`src/rtl/hbuf_pg_reader_pkg.sv`:
```
`default_nettype none
// ============================================================================
// Module   : hbuf_pg_reader_pkg
// Purpose  : Shared constants, state encodings and stream word type for the
//            hit buffer page reader.
// Revision : 1.0 - initial release
// ============================================================================
package hbuf_pg_reader_pkg;

    localparam logic [63:0] c_pg_header   = {16'h5555, 16'hAAAA, 16'h5555, 16'hA000};
    localparam logic [31:0] c_footer_sync = {16'h5555, 16'hAAAA};

    localparam int LAST_PG_DPRAM_ADDR  = 511;
    localparam int PG_DPRAM_RD_LATENCY = 2;
    localparam int SKID_DEPTH          = 4;

    localparam logic [2:0] S_IDLE         = 3'd0;
    localparam logic [2:0] S_REQ          = 3'd1;
    localparam logic [2:0] S_ACK_LOW_WAIT = 3'd2;
    localparam logic [2:0] S_VERIFY       = 3'd3;
    localparam logic [2:0] S_CHECK        = 3'd4;
    localparam logic [2:0] S_STREAM       = 3'd5;
    localparam logic [2:0] S_CLR          = 3'd6;
    localparam logic [2:0] S_CLR_ACK_WAIT = 3'd7;

    typedef struct packed {
        logic        last;
        logic [63:0] data;
    } stream_word_t;

    // The CRC consumes the first-stored 16-bit lane first.
    function automatic logic [63:0] lane_reverse(input logic [63:0] d);
        return {d[15:0], d[31:16], d[47:32], d[63:48]};
    endfunction

endpackage
`default_nettype wire

```
`src/rtl/crc16_64b_parallel.sv`:
```
`default_nettype none
// ============================================================================
// Module   : crc16_64b_parallel
// Purpose  : CRC16 (poly 0x8005, init 0xFFFF) over 64 bits per cycle, MSB first.
// Revision : 1.0 - initial release
// ============================================================================
module crc16_64b_parallel (
    input  logic        clk,
    input  logic        rst,
    input  logic        i_init,
    input  logic        i_en,
    input  logic [63:0] i_data,
    output logic [15:0] o_crc
);
    logic [15:0] r_crc_q;
    logic [15:0] w_crc_d;

    always_comb begin
        logic [15:0] v;
        v = i_init ? 16'hFFFF : r_crc_q;
        for (int i = 63; i >= 0; i--) begin
            v = {v[14:0], 1'b0} ^ ((v[15] ^ i_data[i]) ? 16'h8005 : 16'h0000);
        end
        w_crc_d = i_en ? v : r_crc_q;
    end

    always_ff @(posedge clk) begin
        if (rst) r_crc_q <= 16'hFFFF;
        else     r_crc_q <= w_crc_d;
    end

    assign o_crc = r_crc_q;

endmodule
`default_nettype wire

```
`src/rtl/hbuf_rd_skid.sv`:
```
`default_nettype none
// ============================================================================
// Module   : hbuf_rd_skid
// Purpose  : Shift-register output skid buffer; head entry drives the stream.
// Revision : 1.0 - initial release
// ============================================================================
module hbuf_rd_skid
    import hbuf_pg_reader_pkg::*;
#(
    parameter int DEPTH = SKID_DEPTH
) (
    input  logic                         clk,
    input  logic                         rst,
    input  logic                         i_push,
    input  stream_word_t                 i_word,
    input  logic                         i_ready,
    output logic                         o_valid,
    output stream_word_t                 o_word,
    output logic [$clog2(DEPTH+1)-1:0]   o_count
);
    localparam int CW = $clog2(DEPTH + 1);

    stream_word_t  r_mem_q [DEPTH];
    stream_word_t  w_mem_d [DEPTH];
    logic [CW-1:0] r_cnt_q, w_cnt_d, w_wr_idx;
    logic          r_valid_q, w_valid_d, w_pop;

    // The writer guarantees room, so a push never lands on a full buffer.
    always_comb begin
        w_pop    = r_valid_q && i_ready;
        w_wr_idx = w_pop ? r_cnt_q - CW'(1) : r_cnt_q;
        for (int i = 0; i < DEPTH; i++) begin
            w_mem_d[i] = r_mem_q[i];
        end
        if (w_pop) begin
            for (int i = 0; i < DEPTH - 1; i++) begin
                w_mem_d[i] = r_mem_q[i+1];
            end
            w_mem_d[DEPTH-1] = '0;
        end
        for (int i = 0; i < DEPTH; i++) begin
            if (i_push && (w_wr_idx == CW'(i))) w_mem_d[i] = i_word;
        end
        w_cnt_d   = i_push ? w_wr_idx + CW'(1) : w_wr_idx;
        w_valid_d = (w_cnt_d != '0);
    end

    always_ff @(posedge clk) begin
        if (rst) begin
            r_cnt_q   <= '0;
            r_valid_q <= 1'b0;
            for (int i = 0; i < DEPTH; i++) r_mem_q[i] <= '0;
        end else begin
            r_cnt_q   <= w_cnt_d;
            r_valid_q <= w_valid_d;
            for (int i = 0; i < DEPTH; i++) r_mem_q[i] <= w_mem_d[i];
        end
    end

    assign o_valid = r_valid_q;
    assign o_word  = r_mem_q[0];
    assign o_count = r_cnt_q;

endmodule
`default_nettype wire

```
`src/rtl/hbuf_pg_reader.sv`:
```
`default_nettype none
// ============================================================================
// Module   : hbuf_pg_reader
// Purpose  : Reads the oldest hit-buffer page, verifies header/footer/CRC,
//            streams the data words of good pages and frees the page.
// Revision : 1.0 - initial release
// ============================================================================
module hbuf_pg_reader
    import hbuf_pg_reader_pkg::*;
#(
    parameter int P_ERR_CNT_WIDTH = 16
) (
    input  logic                       clk,
    input  logic                       rst,
    input  logic                       en,
    input  logic                       empty,
    input  logic [15:0]                rd_pg_num,
    output logic                       pg_req,
    output logic                       pg_optype,
    output logic [27:0]                pg_addr,
    input  logic                       pg_ack,
    output logic [8:0]                 pg_rd_addr,
    input  logic [63:0]                pg_rd_dout,
    output logic [15:0]                pg_clr_cnt,
    output logic                       pg_clr_req,
    input  logic                       pg_clr_ack,
    output logic [63:0]                out_data,
    output logic                       out_valid,
    input  logic                       out_ready,
    output logic                       out_last,
    output logic [P_ERR_CNT_WIDTH-1:0] hdr_err_cnt,
    output logic [P_ERR_CNT_WIDTH-1:0] crc_err_cnt,
    output logic                       busy
);
    localparam int LAT = PG_DPRAM_RD_LATENCY;

    logic                       w_rst;
    logic [2:0]                 r_state_q, w_state_d;
    logic [27:0]                r_pg_addr_q, w_pg_addr_d;
    logic [8:0]                 r_rd_addr_q, w_rd_addr_d;
    logic                       r_rd_v_q, w_rd_v_d;
    logic [LAT-1:0]             r_vld_pipe_q, w_vld_pipe_d;
    logic [8:0]                 r_idx_pipe_q [LAT];
    logic [8:0]                 w_idx_pipe_d [LAT];
    logic                       r_hdr_ok_q, w_hdr_ok_d;
    logic [63:0]                r_footer_q, w_footer_d;
    logic [8:0]                 r_d_cnt_q, w_d_cnt_d;
    logic [P_ERR_CNT_WIDTH-1:0] r_hdr_err_q, w_hdr_err_d, r_crc_err_q, w_crc_err_d;
    logic                       r_pg_req_q, r_clr_req_q, r_busy_q;

    logic                       w_arr_v, w_crc_init, w_crc_en, w_hdr_bad, w_crc_bad;
    logic [8:0]                 w_arr_idx, w_d_words;
    logic [15:0]                w_crc, w_nwords;
    logic [3:0]                 w_pipe_cnt, w_outstanding;
    logic                       w_push, w_pop, w_skid_valid;
    stream_word_t               w_push_word, w_head;
    logic [$clog2(SKID_DEPTH+1)-1:0] w_skid_cnt;

    assign w_rst     = rst || !en;
    assign w_arr_v   = r_vld_pipe_q[LAT-1];
    assign w_arr_idx = r_idx_pipe_q[LAT-1];
    assign w_pop     = w_skid_valid && out_ready;

    assign w_crc_init = (r_state_q == S_VERIFY) && w_arr_v && (w_arr_idx == 9'd1);
    assign w_crc_en   = (r_state_q == S_VERIFY) && w_arr_v && (w_arr_idx != 9'd0)
                        && (w_arr_idx != 9'(LAST_PG_DPRAM_ADDR));

    crc16_64b_parallel u_crc (
        .clk    (clk),
        .rst    (w_rst),
        .i_init (w_crc_init),
        .i_en   (w_crc_en),
        .i_data (lane_reverse(pg_rd_dout)),
        .o_crc  (w_crc)
    );

    assign w_nwords  = r_footer_q[47:32];
    assign w_hdr_bad = !r_hdr_ok_q || (r_footer_q[31:0] != c_footer_sync) ||
                       (w_nwords[1:0] != 2'b00) || (w_nwords < 16'd4) || (w_nwords > 16'd2044);
    assign w_crc_bad = !w_hdr_bad && (w_crc != r_footer_q[63:48]);
    assign w_d_words = 9'(w_nwords[15:2] - 14'd1);

    // Read credit: words in the skid, in the DPRAM pipe and being issued now.
    always_comb begin
        w_pipe_cnt = '0;
        for (int i = 0; i < LAT; i++) w_pipe_cnt = w_pipe_cnt + 4'(r_vld_pipe_q[i]);
        w_outstanding = 4'(w_skid_cnt) + w_pipe_cnt + 4'(r_rd_v_q) - 4'(w_pop);
        w_vld_pipe_d    = {r_vld_pipe_q[LAT-2:0], r_rd_v_q};
        w_idx_pipe_d[0] = r_rd_addr_q;
        for (int i = 1; i < LAT; i++) w_idx_pipe_d[i] = r_idx_pipe_q[i-1];
        w_push           = (r_state_q == S_STREAM) && w_arr_v;
        w_push_word.last = (w_arr_idx == r_d_cnt_q);
        w_push_word.data = pg_rd_dout;
    end

    always_comb begin
        w_state_d   = r_state_q;
        w_pg_addr_d = r_pg_addr_q;
        w_rd_addr_d = r_rd_addr_q;
        w_rd_v_d    = 1'b0;
        w_hdr_ok_d  = r_hdr_ok_q;
        w_footer_d  = r_footer_q;
        w_d_cnt_d   = r_d_cnt_q;
        w_hdr_err_d = r_hdr_err_q;
        w_crc_err_d = r_crc_err_q;
        case (r_state_q)
            S_IDLE: if (!empty) begin
                w_state_d   = S_REQ;
                w_pg_addr_d = {1'b0, rd_pg_num, 11'b0};
            end
            S_REQ: if (pg_ack) w_state_d = S_ACK_LOW_WAIT;
            S_ACK_LOW_WAIT: if (!pg_ack) begin
                w_state_d   = S_VERIFY;
                w_rd_addr_d = '0;
                w_rd_v_d    = 1'b1;
            end
            S_VERIFY: begin
                if (r_rd_v_q && (r_rd_addr_q != 9'(LAST_PG_DPRAM_ADDR))) begin
                    w_rd_addr_d = r_rd_addr_q + 9'd1;
                    w_rd_v_d    = 1'b1;
                end
                if (w_arr_v && (w_arr_idx == 9'd0)) w_hdr_ok_d = (pg_rd_dout == c_pg_header);
                if (w_arr_v && (w_arr_idx == 9'(LAST_PG_DPRAM_ADDR))) begin
                    w_footer_d = pg_rd_dout;
                    w_state_d  = S_CHECK;
                end
            end
            S_CHECK: begin
                w_d_cnt_d = w_d_words;
                if (w_hdr_bad) begin
                    if (!(&r_hdr_err_q)) w_hdr_err_d = r_hdr_err_q + P_ERR_CNT_WIDTH'(1);
                    w_state_d = S_CLR;
                end else if (w_crc_bad) begin
                    if (!(&r_crc_err_q)) w_crc_err_d = r_crc_err_q + P_ERR_CNT_WIDTH'(1);
                    w_state_d = S_CLR;
                end else if (w_d_words == 9'd0) begin
                    w_state_d = S_CLR;
                end else begin
                    w_state_d   = S_STREAM;
                    w_rd_addr_d = 9'd1;
                    w_rd_v_d    = 1'b1;
                end
            end
            S_STREAM: begin
                if ((r_rd_addr_q < r_d_cnt_q) && (w_outstanding < 4'(SKID_DEPTH))) begin
                    w_rd_addr_d = r_rd_addr_q + 9'd1;
                    w_rd_v_d    = 1'b1;
                end
                if (w_pop && w_head.last) w_state_d = S_CLR;
            end
            S_CLR:          if (pg_clr_ack)  w_state_d = S_CLR_ACK_WAIT;
            S_CLR_ACK_WAIT: if (!pg_clr_ack) w_state_d = S_IDLE;
            default:        w_state_d = S_IDLE;
        endcase
    end

    always_ff @(posedge clk) begin
        if (w_rst) begin
            r_state_q    <= S_IDLE;
            r_pg_addr_q  <= '0;
            r_rd_addr_q  <= '0;
            r_rd_v_q     <= 1'b0;
            r_vld_pipe_q <= '0;
            for (int i = 0; i < LAT; i++) r_idx_pipe_q[i] <= '0;
            r_hdr_ok_q   <= 1'b0;
            r_footer_q   <= '0;
            r_d_cnt_q    <= '0;
            r_hdr_err_q  <= '0;
            r_crc_err_q  <= '0;
            r_pg_req_q   <= 1'b0;
            r_clr_req_q  <= 1'b0;
            r_busy_q     <= 1'b0;
        end else begin
            r_state_q    <= w_state_d;
            r_pg_addr_q  <= w_pg_addr_d;
            r_rd_addr_q  <= w_rd_addr_d;
            r_rd_v_q     <= w_rd_v_d;
            r_vld_pipe_q <= w_vld_pipe_d;
            for (int i = 0; i < LAT; i++) r_idx_pipe_q[i] <= w_idx_pipe_d[i];
            r_hdr_ok_q   <= w_hdr_ok_d;
            r_footer_q   <= w_footer_d;
            r_d_cnt_q    <= w_d_cnt_d;
            r_hdr_err_q  <= w_hdr_err_d;
            r_crc_err_q  <= w_crc_err_d;
            r_pg_req_q   <= (w_state_d == S_REQ);
            r_clr_req_q  <= (w_state_d == S_CLR);
            r_busy_q     <= (w_state_d != S_IDLE);
        end
    end

    hbuf_rd_skid #(.DEPTH(SKID_DEPTH)) u_skid (
        .clk     (clk),
        .rst     (w_rst),
        .i_push  (w_push),
        .i_word  (w_push_word),
        .i_ready (out_ready),
        .o_valid (w_skid_valid),
        .o_word  (w_head),
        .o_count (w_skid_cnt)
    );

    assign pg_req      = r_pg_req_q;
    assign pg_optype   = 1'b0;
    assign pg_addr     = r_pg_addr_q;
    assign pg_rd_addr  = r_rd_addr_q;
    assign pg_clr_cnt  = 16'd1;
    assign pg_clr_req  = r_clr_req_q;
    assign out_data    = w_head.data;
    assign out_last    = w_head.last;
    assign out_valid   = w_skid_valid;
    assign hdr_err_cnt = r_hdr_err_q;
    assign crc_err_cnt = r_crc_err_q;
    assign busy        = r_busy_q;

endmodule
`default_nettype wire

```
`config.mk`:
```
export PLATFORM = sky130hd
export DESIGN_NAME = hbuf_pg_reader
export DESIGN_NICKNAME = d
export VERILOG_FILES = /design/src/rtl/hbuf_pg_reader_pkg.sv /design/src/rtl/crc16_64b_parallel.sv /design/src/rtl/hbuf_rd_skid.sv /design/src/rtl/hbuf_pg_reader.sv
export SDC_FILE = /design/constraint.sdc
export NUM_CORES = 1
export LEC_CHECK = 0
export BUFFER_PORTS_ARGS = -buffer_cell sky130_fd_sc_hd__buf_2
export CAP_MARGIN = 20
export CELL_PAD_IN_SITES_DETAIL_PLACEMENT = 0
export CELL_PAD_IN_SITES_GLOBAL_PLACEMENT = 1
export CORE_MARGIN = 10
export CORE_UTILIZATION = 47
export CTS_CLUSTER_SIZE = 30
export DETAILED_ROUTE_END_ITERATION = 12
export PLACE_DENSITY = 0.82
export SLEW_MARGIN = 40
export SYNTH_ARGS = -nofsm -noshare
export SYNTH_HDL_FRONTEND = slang
export SYNTH_SLANG_ARGS = --single-unit
export TNS_END_PERCENT = 10
```
`constraint.sdc`:
```
create_clock -name clk -period 12.25 [get_ports clk]
set_input_delay 2.45 -clock clk [delete_from_list [all_inputs] [get_ports clk]]
set_output_delay 2.45 -clock clk [all_outputs]
set_load 0.05 [all_outputs]
```
==> out/metrics.yaml, run 1 <==
hold_viol_final: 0
rsz0062_at_grt: "no"
die_area_um2: 53200
avgSynthCellArea_um2: 8.00
async_flop_share_pct: 0
synth_edf_count: 0
slew-limit-headroom_pct: 42.4
remaining_drc_errors: 0
crit_fanout: 83
seq_area_frac_synth_pct: 42.1
htreeDepth: 2
dr.pass1.iters: 5
core_region_area_um2: 44000
die_x_um: 231
hpwl_um: 39200
grt_pass1_wl_um: 93900
min_path_type: "flip-flop to flip-flop"
worstPathArrival_ns: 6.85
syn_inst: 2605
gp_congestion: 0.907
fp-row-count: 77
fin_nets: 2746
io_pins: 242
tightest_slew_ns: 0.857
peakVddDrop_mv: 0.185
area_growth_pct: 11.8
initial_core_util_pct: 47.4
cp-start-kind: "primary input"
maxCapViolCount: 0
power_mw: 3.40
worstSetupPathType: "primary input to flip-flop"
cts_root_buffer: "clkbuf_16"
drv_slew: 0
yosysWarnings: 0
drtIter0Drc: 1490
setup_viol: 0
drive_above_1_share_pct: 12.7
antenna_found_initial: 1
cts-buffers-inserted: 46
ant_nets: 0
cp-end-kind: "flip-flop"
ctsResizeCount: 0
dp_slack_ns: 5.33
post-route-period-util_pct: 51.9
cts_buffer_depth: 3
leakagePower_nw: 8.20
clock-sinks: 438
netlist.area_leader.share_pct: 42.1
syn_area_um2: 20800
status: "finished clean"
post-cts-setup-buffer-count: 0
fmax_mhz: 157
clock_latency_ns: 0.58
io_buffers: 212
overflow: 0
synth_cell_type_count: 59
totalNegativeSetupSlack_ns: 0
power.density_nw_per_um2: 146
clkTransAtPathRegs_ns: 0.06
grt_use_total_pct: 21.3
use_met1_pct: 27.7
via_per_inst: 5.50
synth-seq-cells: 438
setup_ws_ns: 5.89
avgRoutedWirePerCell_um: 18.1
die_y_um: 231
met2_usage_pct: 35.6
wirelength_um: 58800
busiest_layer: "met2"
yosysTopAreaCell: "dfxtp_1"
place_area_um2: 21800
grt_pass1_vias: 17200
skew_ns: 0.0152
grt_max_degree: 107
fin_crit_ns: 6.36
design_area_um2: 23300
met3_usage_pct: 3.74
cts_tree: "yes"
ys_top_cells_by_area: "dfxtp_1 (42%), nand2_1 (12%), a311oi_1 (8.2%), xnor2_1 (5.8%), nor2_1 (4.8%)"
synth_ff_type: "dfxtp_1"
vias: 17900
critPathRequiredTime_ns: 12.74
holdBufCountCts: 0
## layout by cell type (no fill, tap or decap), types with 10 or more instances in the layout
master / instances
buf_2: 212
a21oi_1: 159
buf_4: 10
or3_1: 11
and2_1: 18
ha_1: 26
a211oi_1: 13
xor2_1: 75
xnor2_2: 18
nor4_1: 15
nand3_1: 80
nor2_1: 266
o211ai_1: 15
conb_1: 29
clkbuf_1: 16
inv_1: 25
clkbuf_16: 47
a311oi_1: 195
nor4bb_1: 13
nand2_1: 675
nand4_1: 19
o21ai_0: 19
xnor2_1: 137
dfxtp_1: 438
## sequential cells by signal, summed over array words and instances (netlist names), 2 cells and up
name and count:
r_d_cnt_q 9, u_crc.o_crc 16, r_footer_q 64, pg_addr 16
u_skid.r_mem_q 260, r_idx_pipe_q 18, hdr_err_cnt 16, crc_err_cnt 16
u_skid.o_count 3, r_vld_pipe_q 2, r_state_q 3, pg_rd_addr 9
## metrics by stage
step                std cells  utilization, %  hold WS, ns
detailed placement       3176            49.6        0.415
finish                   3254            52.9        0.431
floorplan                2632               -        0.406
global placement         3173            49.4        0.413
global route             3254            52.9        0.449
CTS                      3253            52.9        0.433
## per-layer routing
metal,share of wire [%],vias to the layer above,routed length [µm]
met5,0,-,0
met4,2.1,0,1210
met3,4.6,77,2690
met2,48,398,28200
met1,45,8625,26700
li1,-,8785,-
## path summary, 6_finish.rpt
path                               endpoint  depth (start not counted)  slack, ns                     startpoint
max              pg_rd_addr[6]$_SDFFE_PP0P_                         19       5.89                      out_ready
max reg2reg      pg_rd_addr[6]$_SDFFE_PP0P_                         18       7.46      u_skid.o_valid$_SDFF_PP0_
min reg2reg  r_idx_pipe_q[0][14]$_SDFF_PP0_                          1       0.43  r_idx_pipe_q[0][5]$_SDFF_PP0_
min          r_idx_pipe_q[0][14]$_SDFF_PP0_                          1       0.43  r_idx_pipe_q[0][5]$_SDFF_PP0_
## synthesized netlist by cell type (3+ instances only)
library cell,n
a311oi_1,195
nor2b_1,4
nor2_1,266
o211ai_1,15
o21a_1,5
or3_1,11
ha_1,26
o21ai_0,19
clkbuf_2,3
xnor2_1,137
nor4_1,16
nand2_1,682
nor4bb_1,13
inv_1,25
buf_2,8
a41oi_1,9
xnor3_1,7
and3_1,6
clkbuf_1,224
and4b_1,5
buf_1,13
xor2_2,4
a21o_1,6
o31ai_1,3
nand4_1,19
dfxtp_1,438
a41oi_2,4
a211oi_1,13
and2_1,20
nand2b_1,3
xor2_1,75
xnor2_2,18
nand3_1,80
a21oi_1,159
buf_4,30
mux2i_1,5
nor3_1,8
## layout make-up
type | instances | area (µm²)
Antenna cell | 1 | 2.50
Clock buffer | 68 | 1310
Clock inverter | 9 | 149
Fill cell | 4274 | 20700
Inverter | 26 | 103
Multi-Input combinational cell | 1888 | 11000
Sequential cell | 438 | 8770
Tap cell | 592 | 741
Timing Repair Buffer | 232 | 1260
## logic make-up (layout without fill, tap and decap cells)
family          after synthesis  in the layout  share of synthesized area, %
buf+inv                     306            335                          6.19
compound gates              440            440                          15.2
fa+ha+maj                    27             27                          1.66
mux                           5              5                         0.240
xor+xnor                    243            243                          11.6
simple gates               1144           1144                          23.0
flops                       438            438                          42.1
other cells                   2             30                        0.0360
## power by group
part	total [mW]	switching, mW	internal, mW
clock network	1.39	0.569	0.816
registers	1.43	0.00187	1.43
logic	0.586	0.326	0.260
## worst max-delay path, cell delays in order
cell,delay (ns)
buf_2,0.13
nand2_8,0.36
inv_6,0.26
buf_16,0.27
ha_1,0.31
inv_1,0.04
fa_1,0.37
ha_1,0.29
a31o_2,0.21
nor2_1,0.12
nand2_1,0.07
nand2_1,0.07
a22oi_1,0.08
a2111oi_0,0.48
o21a_1,0.19
o21ai_0,0.15
and2_1,0.34
or4_1,0.43
a21oi_1,0.15
Power figures use the tool's default switching activity.
==> run 2, diff against run 1 <==
CORE_UTILIZATION = 44   (was 47)
PLACE_DENSITY = 0.78   (was 0.82)
clock period = 5.9 ns   (was 12.25 ns; I/O delays follow)
==> run 2 against run 1 <==
Non-clock buffer count grew 7. Sequential cell count is the same. Routed wire length is 2.0% higher. Die area grew 6.2%. Power rose by 120%. Combinational power increased by 110%. First-iteration DRC count fell by 8.9%. Sequential power rose by 110%. Global-route usage shrank 0.77 points. Critical path depth down 1. Via count barely moved. Final cell count rose by 0.95%.
==> out/metrics.yaml, run 2 (synthesis results as in run 1) <==
layout.cells.non_filler: 3285  # +0.95%
antenna_cells: 0  # -1
tightest_slew_ns: 0.801  # -0.0564 ns
cts_root_buffer: "clkbuf_16"
avgRoutedWirePerCell_um: 18.3  # +1.0%
fin_crit_ns: 4.32
cts_buffer_depth: 3  # unchanged
io_pins: 242  # unchanged
skew_ns: 0.0155  # +0.000389 ns
largest_register_ffs: 260  # unchanged
die_x_um: 238  # +3.1%
clkTransAtPathRegs_ns: 0.06  # about the same
cp-start-kind: "primary input"
drv_slew: 0  # unchanged
place_area_um2: 21900  # +0.33%
via_per_inst: 5.44  # -1.0%
top_register: "u_skid.r_mem_q"
grt_pass1_wl_um: 95800  # +2.1%
ctsResizeCount: 0  # unchanged
die_area_um2: 56500  # +6.2%
holdBufCountCts: 0  # unchanged
slew-limit-headroom_pct: 46.5  # +4.2 points
crit_fanout: 44  # -47%
grt_pass1_vias: 17500  # +1.7%
die_y_um: 238  # +3.1%
fin_nets: 2754  # +0.29%
crit_slowest_cell: "a2111oi_0"
drive_above_1_share_pct: 13.7  # +0.96 points
min_path_type: "flip-flop to flip-flop"
critPathRequiredTime_ns: 6.41  # -6.33 ns
place_inst: 3198  # +0.69%
wirelength_um: 60000  # +2.0%
ff_latch_area_um2: 8770  # unchanged
grt_use_total_pct: 20.5  # -0.77 points
core_region_area_um2: 46700  # +6.0%
htreeDepth: 2  # unchanged
grt_max_degree: 118  # +10%
fp-row-count: 79  # +2.6%
totalNegativeSetupSlack_ns: 0  # unchanged
dp_slack_ns: 1.04  # -4.29 ns
clock_latency_ns: 0.59  # about the same
rsz0062_at_grt: "no"
post-cts-setup-buffer-count: 0  # unchanged
design_area_um2: 23700  # +1.5%
clock-sinks: 438  # unchanged
power.density_nw_per_um2: 316  # +120%
io_buffers: 212  # unchanged
setup_viol: 0  # unchanged
vias: 17900  # -0.089%
overflow: 0  # unchanged
cts-buffers-inserted: 47  # +2.2%
hpwl_um: 40400  # +3.2%
fmax_mhz: 232
maxCapViolCount: 0  # unchanged
final_cell_mix: "nand2_1 (675), dfxtp_1 (438), nor2_1 (266)"
worstPathArrival_ns: 4.82  # -2.03 ns
post-route-period-util_pct: 73.2
ant_nets: 0  # unchanged
slowest_delay_ns: 0.49  # about the same
cts_tree: "yes"
remaining_drc_errors: 0  # unchanged
setup_ws_ns: 1.58  # -4.31 ns
peakVddDrop_mv: 0.297  # +61%
dr.pass1.iters: 5  # unchanged
nFillCells: 4491  # +5.1%
power_mw: 7.46  # +120%
antenna_found_initial: 1  # unchanged
cp-end-kind: "flip-flop"
initial_core_util_pct: 44.7  # -2.7 points
gp_congestion: 0.882  # -2.7%
drtIter0Drc: 1358  # -8.9%
reg.largest.list: "u_skid.r_mem_q (260), r_footer_q (64), r_idx_pipe_q (18)"
status: "finished clean"
leakagePower_nw: 8.39  # +2.2%
hold_viol_final: 0  # unchanged
worstSetupPathType: "primary input to flip-flop"
path_cells: "buf_2 -> nand2_4 -> inv_6 -> ha_1 -> inv_1 -> fa_1 -> ha_1 -> a31o_2 -> nor2_1 -> nand2_1 -> nand2_1 -> a22oi_1 -> a2111oi_0 -> o21a_1 -> o21ai_0 -> and2_1 -> or4_1 -> a21oi_1"
multi_input_area_um2: 11000  # about the same
area_growth_pct: 13.4
final_common_cell: "nand2_1"
## run 2: cell count changes in the layout (fill, tap and decap cells not counted), sizes merged
cell	change
bufinv	+5
clkbuf	-3
inv	-1
clkinv	+7
diode	-1
clkinvlp	+2
buf	+7
## run 2: metrics by stage
stage | util (%) | hold WS, ns
5_1_grt | 50.7 | 0.435
4_1_cts | 50.6 | 0.430
6_report | 50.7 | 0.428
2_1_floorplan | - | 0.406
3_5_place_dp | 46.9 | 0.414
3_3_place_gp | 46.8 | 0.409
## run 2: cell type report
| type | instances | share of cell area, % |
|---|---|---|
| tap | 607 | 3.21 |
| timing repair buffer | 239 | 5.56 |
| inverter | 26 | 0.434 |
| multi-input combinational | 1888 | 46.4 |
| sequential | 438 | 37.1 |
| clock inverter | 22 | 1.45 |
| clock buffer | 65 | 5.86 |
## run 2: worst max-delay path: cells and delay by family
kind / cells / cell delay, ns
buf+inv: 3 / 0.28
compound gates: 6 / 1.27
fa+ha+maj: 3 / 0.97
simple gates: 6 / 1.13
## run 2: per-layer routing
layer | share of wire (%) | global-route usage (%)
met1 | 45 | 26.7
met4 | 2.5 | 6.84
met3 | 4.9 | 3.58
met2 | 47 | 33.9
met5 | 0 | 0
## run 2: worst paths after layout
check | depth (start not counted) | slack [ns] | startpoint | end
worst min register to register | 1 | 0.43 | r_idx_pipe_q[0][7]$_SDFF_PP0_ | r_idx_pipe_q[0][16]$_SDFF_PP0_
worst max register to register | 13 | 1.68 | r_state_q[0]$_SDFF_PP0_ | u_crc.o_crc[1]$_SDFFE_PP1P_
worst max-delay path | 18 | 1.58 | out_ready | pg_rd_addr[6]$_SDFFE_PP0P_
worst min-delay path | 1 | 0.43 | r_idx_pipe_q[0][7]$_SDFF_PP0_ | r_idx_pipe_q[0][16]$_SDFF_PP0_
## run 2: power by group
part,total (mW),leakage [nW],switching (mW),internal (mW)
sequential,2.97,3.53,0.00401,2.96
clock,3.27,0.854,1.23,2.03
combinational,1.23,4.00,0.690,0.541
==> run 3, diff against run 2 <==
ABC_AREA = 1   (was default)
CORE_UTILIZATION = 38   (was 44)
PLACE_DENSITY = 0.73   (was 0.78)
clock period = 3.9 ns   (was 5.9 ns; I/O delays follow)
==> run 3 against run 2 <==
The flow now finishes with violations (setup timing). Global-route usage fell by 0.21 points. Worst hold slack got worse by 0.0074 ns. Area after synthesis grew 2.7%. Synthesized cell count up 18%. Clock power grew 49%. Combinational power rose to 5.5 times the previous value. Count of clock-buffer cells in the layout up 4. Cell area is 14% higher. Sequential cell count is the same. Worst setup slack worse by 4.0 ns.
==> out/metrics.yaml, run 3 <==
synth_ff_type: "dfxtp_1"
io_buffers: 212  # unchanged
final_common_cell: "nand2_1"
synth_common_cells: "nand2_1 (809), dfxtp_1 (438), a21oi_1 (401), o21ai_0 (380), inv_1 (285)"
grt_use_total_pct: 20.3  # -0.21 points
fmax_mhz: 159
largest_register_ffs: 260  # unchanged
skew_ns: 0.0222  # +0.00666 ns
synth_edf_count: 0  # unchanged
cp-end-kind: "flip-flop"
netlist.area_leader.share_pct: 40.9  # -1.1 points
crit_slowest_cell: "dfxtp_2"
syn_inst: 3062  # +18%
hpwl_um: 48300  # +19%
cp_common_cell: "nand2_2"
grt_pass1_wl_um: 110000  # +15%
synth-seq-cells: 438  # unchanged
cp-start-kind: "flip-flop"
async_flop_share_pct: 0  # unchanged
ant_nets: 0  # unchanged
cts_buffer_depth: 3  # unchanged
yosysTopAreaCell: "dfxtp_1"
die_y_um: 257  # +8.3%
avgRoutedWirePerCell_um: 16.7  # -8.5%
seq_area_frac_synth_pct: 40.9  # -1.1 points
antenna_found_initial: 3  # +2
cts_tree: "yes"
hold_viol_final: 0  # unchanged
critPathRequiredTime_ns: 4.37  # -2.04 ns
switching_power_mw: 5.62  # +190%
post-route-period-util_pct: 161
avgSynthCellArea_um2: 6.99  # -13%
io_pins: 242  # unchanged
initial_core_util_pct: 38.6  # -6.0 points
combinationalPowerShare_pct: 42.1  # +26 points
fp-row-count: 86  # +8.9%
power.internal_mw: 10.6  # +91%
clock_latency_ns: 0.59  # about the same
overflow: 0  # unchanged
slowest_delay_ns: 0.38  # -0.11 ns
area_growth_pct: 25.7
crit_fanout: 8  # -82%
synth-compound-area-share_pct: 18.9  # +3.7 points
final_cell_mix: "nand2_1 (785), dfxtp_1 (435), a21oi_1 (401)"
violations: "setup timing"
setup_ws_ns: -2.40  # -3.98 ns
synth_cell_type_count: 51  # -14%
htreeDepth: 2  # unchanged
dr.pass1.iters: 5  # unchanged
wirelength_um: 70000  # +17%
synth-simple-area-share_pct: 23.4  # +0.46 points
r2r_cells: 65  # +52
pwr-share-seq_pct: 27.8  # -12 points
fin_crit_ns: 6.30
grt_pass1_vias: 20000  # +14%
leakagePower_nw: 12.1  # +44%
drtIter0Drc: 1486  # +9.4%
vias: 21000  # +17%
dp_slack_ns: -2.46  # -3.49 ns
grt_max_degree: 176  # +49%
tightest_slew_ns: 0.813  # +0.0115 ns
fin_nets: 3515  # +28%
rsz0062_at_grt: "yes"
post_synth_fa_ha_maj_area_fraction_pct: 1.61  # -0.044 points
clock-sinks: 438  # unchanged
slew-limit-headroom_pct: 45.8  # -0.70 points
remaining_drc_errors: 0  # unchanged
gp_congestion: 0.874  # -0.85%
muxShareOfSynthArea_pct: 0  # -0.24 points
min_path_type: "flip-flop to flip-flop"
cts_root_buffer: "clkbuf_16"
via_per_inst: 5.01  # -7.8%
die_area_um2: 66300  # +17%
drive_above_1_share_pct: 20.3  # +6.6 points
setup_viol: 16  # +16
die_x_um: 257  # +8.3%
status: "finished, violations left"
antenna_cells: 0  # unchanged
yosysWarnings: 0  # unchanged
drv_slew: 0  # unchanged
maxCapViolCount: 0  # unchanged
worstSetupPathType: "flip-flop to flip-flop"
syn_area_um2: 21400  # +2.7%
ys_top_cells_by_area: "dfxtp_1 (41%), nand2_1 (14%), a21oi_1 (9.4%), o21ai_0 (8.9%), inv_1 (5.0%)"
switching_share_pct: 34.7  # +8.9 points
pwr-share-clk_pct: 30.1  # -14 points
reg.largest.list: "u_skid.r_mem_q (260), r_footer_q (64), r_idx_pipe_q (18)"
cts-buffers-inserted: 51  # +8.5%
synth_top_family_by_area: "simple AND/OR/NAND/NOR gates"
worstPathArrival_ns: 6.77  # +1.95 ns
top_register: "u_skid.r_mem_q"
hold-path-cell-count: 2  # +1
power.density_nw_per_um2: 601  # +90%
clkTransAtPathRegs_ns: 0.06  # about the same
totalNegativeSetupSlack_ns: -21.80  # -21.80 ns
synth_xor_area_share_pct: 5.85  # -5.8 points
peakVddDrop_mv: 0.714  # +140%
synth.most_common_cell: "nand2_1"
core_region_area_um2: 55400  # +19%
[run 3: cell types whose count changed after synthesis, moves of 30 or more]
cell / before / now
o21ai_0: 19 / 380
inv_1: 25 / 285
a21oi_1: 159 / 401
a311oi_1: 195 / 1
nor2_1: 266 / 93
nand2_1: 682 / 809
xnor2_1: 137 / 28
clkbuf_1: 224 / 148
nand2_2: 0 / 31
nor3_1: 8 / 38
xor2_1: 75 / 105
[run 3: through the flow]
stage | cells | util [%] | hold WS, ns | total power, mW | instance area (µm²)
after floorplan | 3089 | - | 0.394 | 8.16 | 21600
after CTS | 4179 | 48.0 | 0.422 | 15.6 | 26600
after detailed placement | 4083 | 44.5 | 0.413 | 10.3 | 24700
after global placement | 4078 | 44.3 | 0.403 | 10.3 | 24600
after global routing | 4186 | 48.6 | 0.433 | 17.3 | 26900
final | 4186 | 48.6 | 0.420 | 16.2 | 26900
[run 3: final timing paths]
check | slack [ns] | start | to
worst max-delay path | -2.40 | r_state_q[0]$_SDFF_PP0_ | u_crc.o_crc[15]$_SDFFE_PP1P_
worst min-delay path | 0.42 | r_idx_pipe_q[0][3]$_SDFF_PP0_ | r_idx_pipe_q[0][12]$_SDFF_PP0_
worst max register to register | -2.40 | r_state_q[0]$_SDFF_PP0_ | u_crc.o_crc[15]$_SDFFE_PP1P_
worst min register to register | 0.42 | r_idx_pipe_q[0][3]$_SDFF_PP0_ | r_idx_pipe_q[0][12]$_SDFF_PP0_
[run 3: logic make-up after synthesis]
family / Yosys count
adders and majority gates: 27
DFF: 438
other: 2
buffers and inverters: 489
and+or+nand+nor: 1169
xor gates and xnor gates: 137
AOI/OAI and AO/OA: 800
[run 3: per-layer routing]
layer  wire length [µm]  vias up  global-route usage, %
met1              31400     9837                   26.2
li1                   -    10600                      -
met5                 41        -                      0
met3               3660      111                   3.53
met2              32700      476                   33.7
met4               2110        6                   7.09
[run 3: repair_timing]
item                       CTS  global route
setup endpoints to repair   16            16
hold buffers                 0             0
buffers inserted             6             7
resized for setup           43            46
pin swaps                   18            27
[run 3: area by class of cell]
cell class,instances,area [µm²]
fill,5542,28500
timing repair buffer,457,3080
multi-input combinational,2162,11300
tap,748,936
sequential,438,8770
clock buffer,69,1450
inverter,291,1110
clock inverter,21,243
[run 3: power by group through the flow]
stage	logic [mW]	registers (mW)	clock network, mW
CTS	6.13	4.49	5.00
global placement	5.68	4.59	0
detailed placement	5.73	4.59	0
floorplan	3.53	4.63	0
global route	7.59	4.49	5.17
finish	6.81	4.49	4.87
[run 3: critical path, delay by kind of cell (launching register included)]
kind                   cells  cell delay, ns
AND/OR/NAND/NOR           56            4.68
flip-flops                 1            0.38
XOR/XNOR                   1            0.18
buffers and inverters      8            0.92
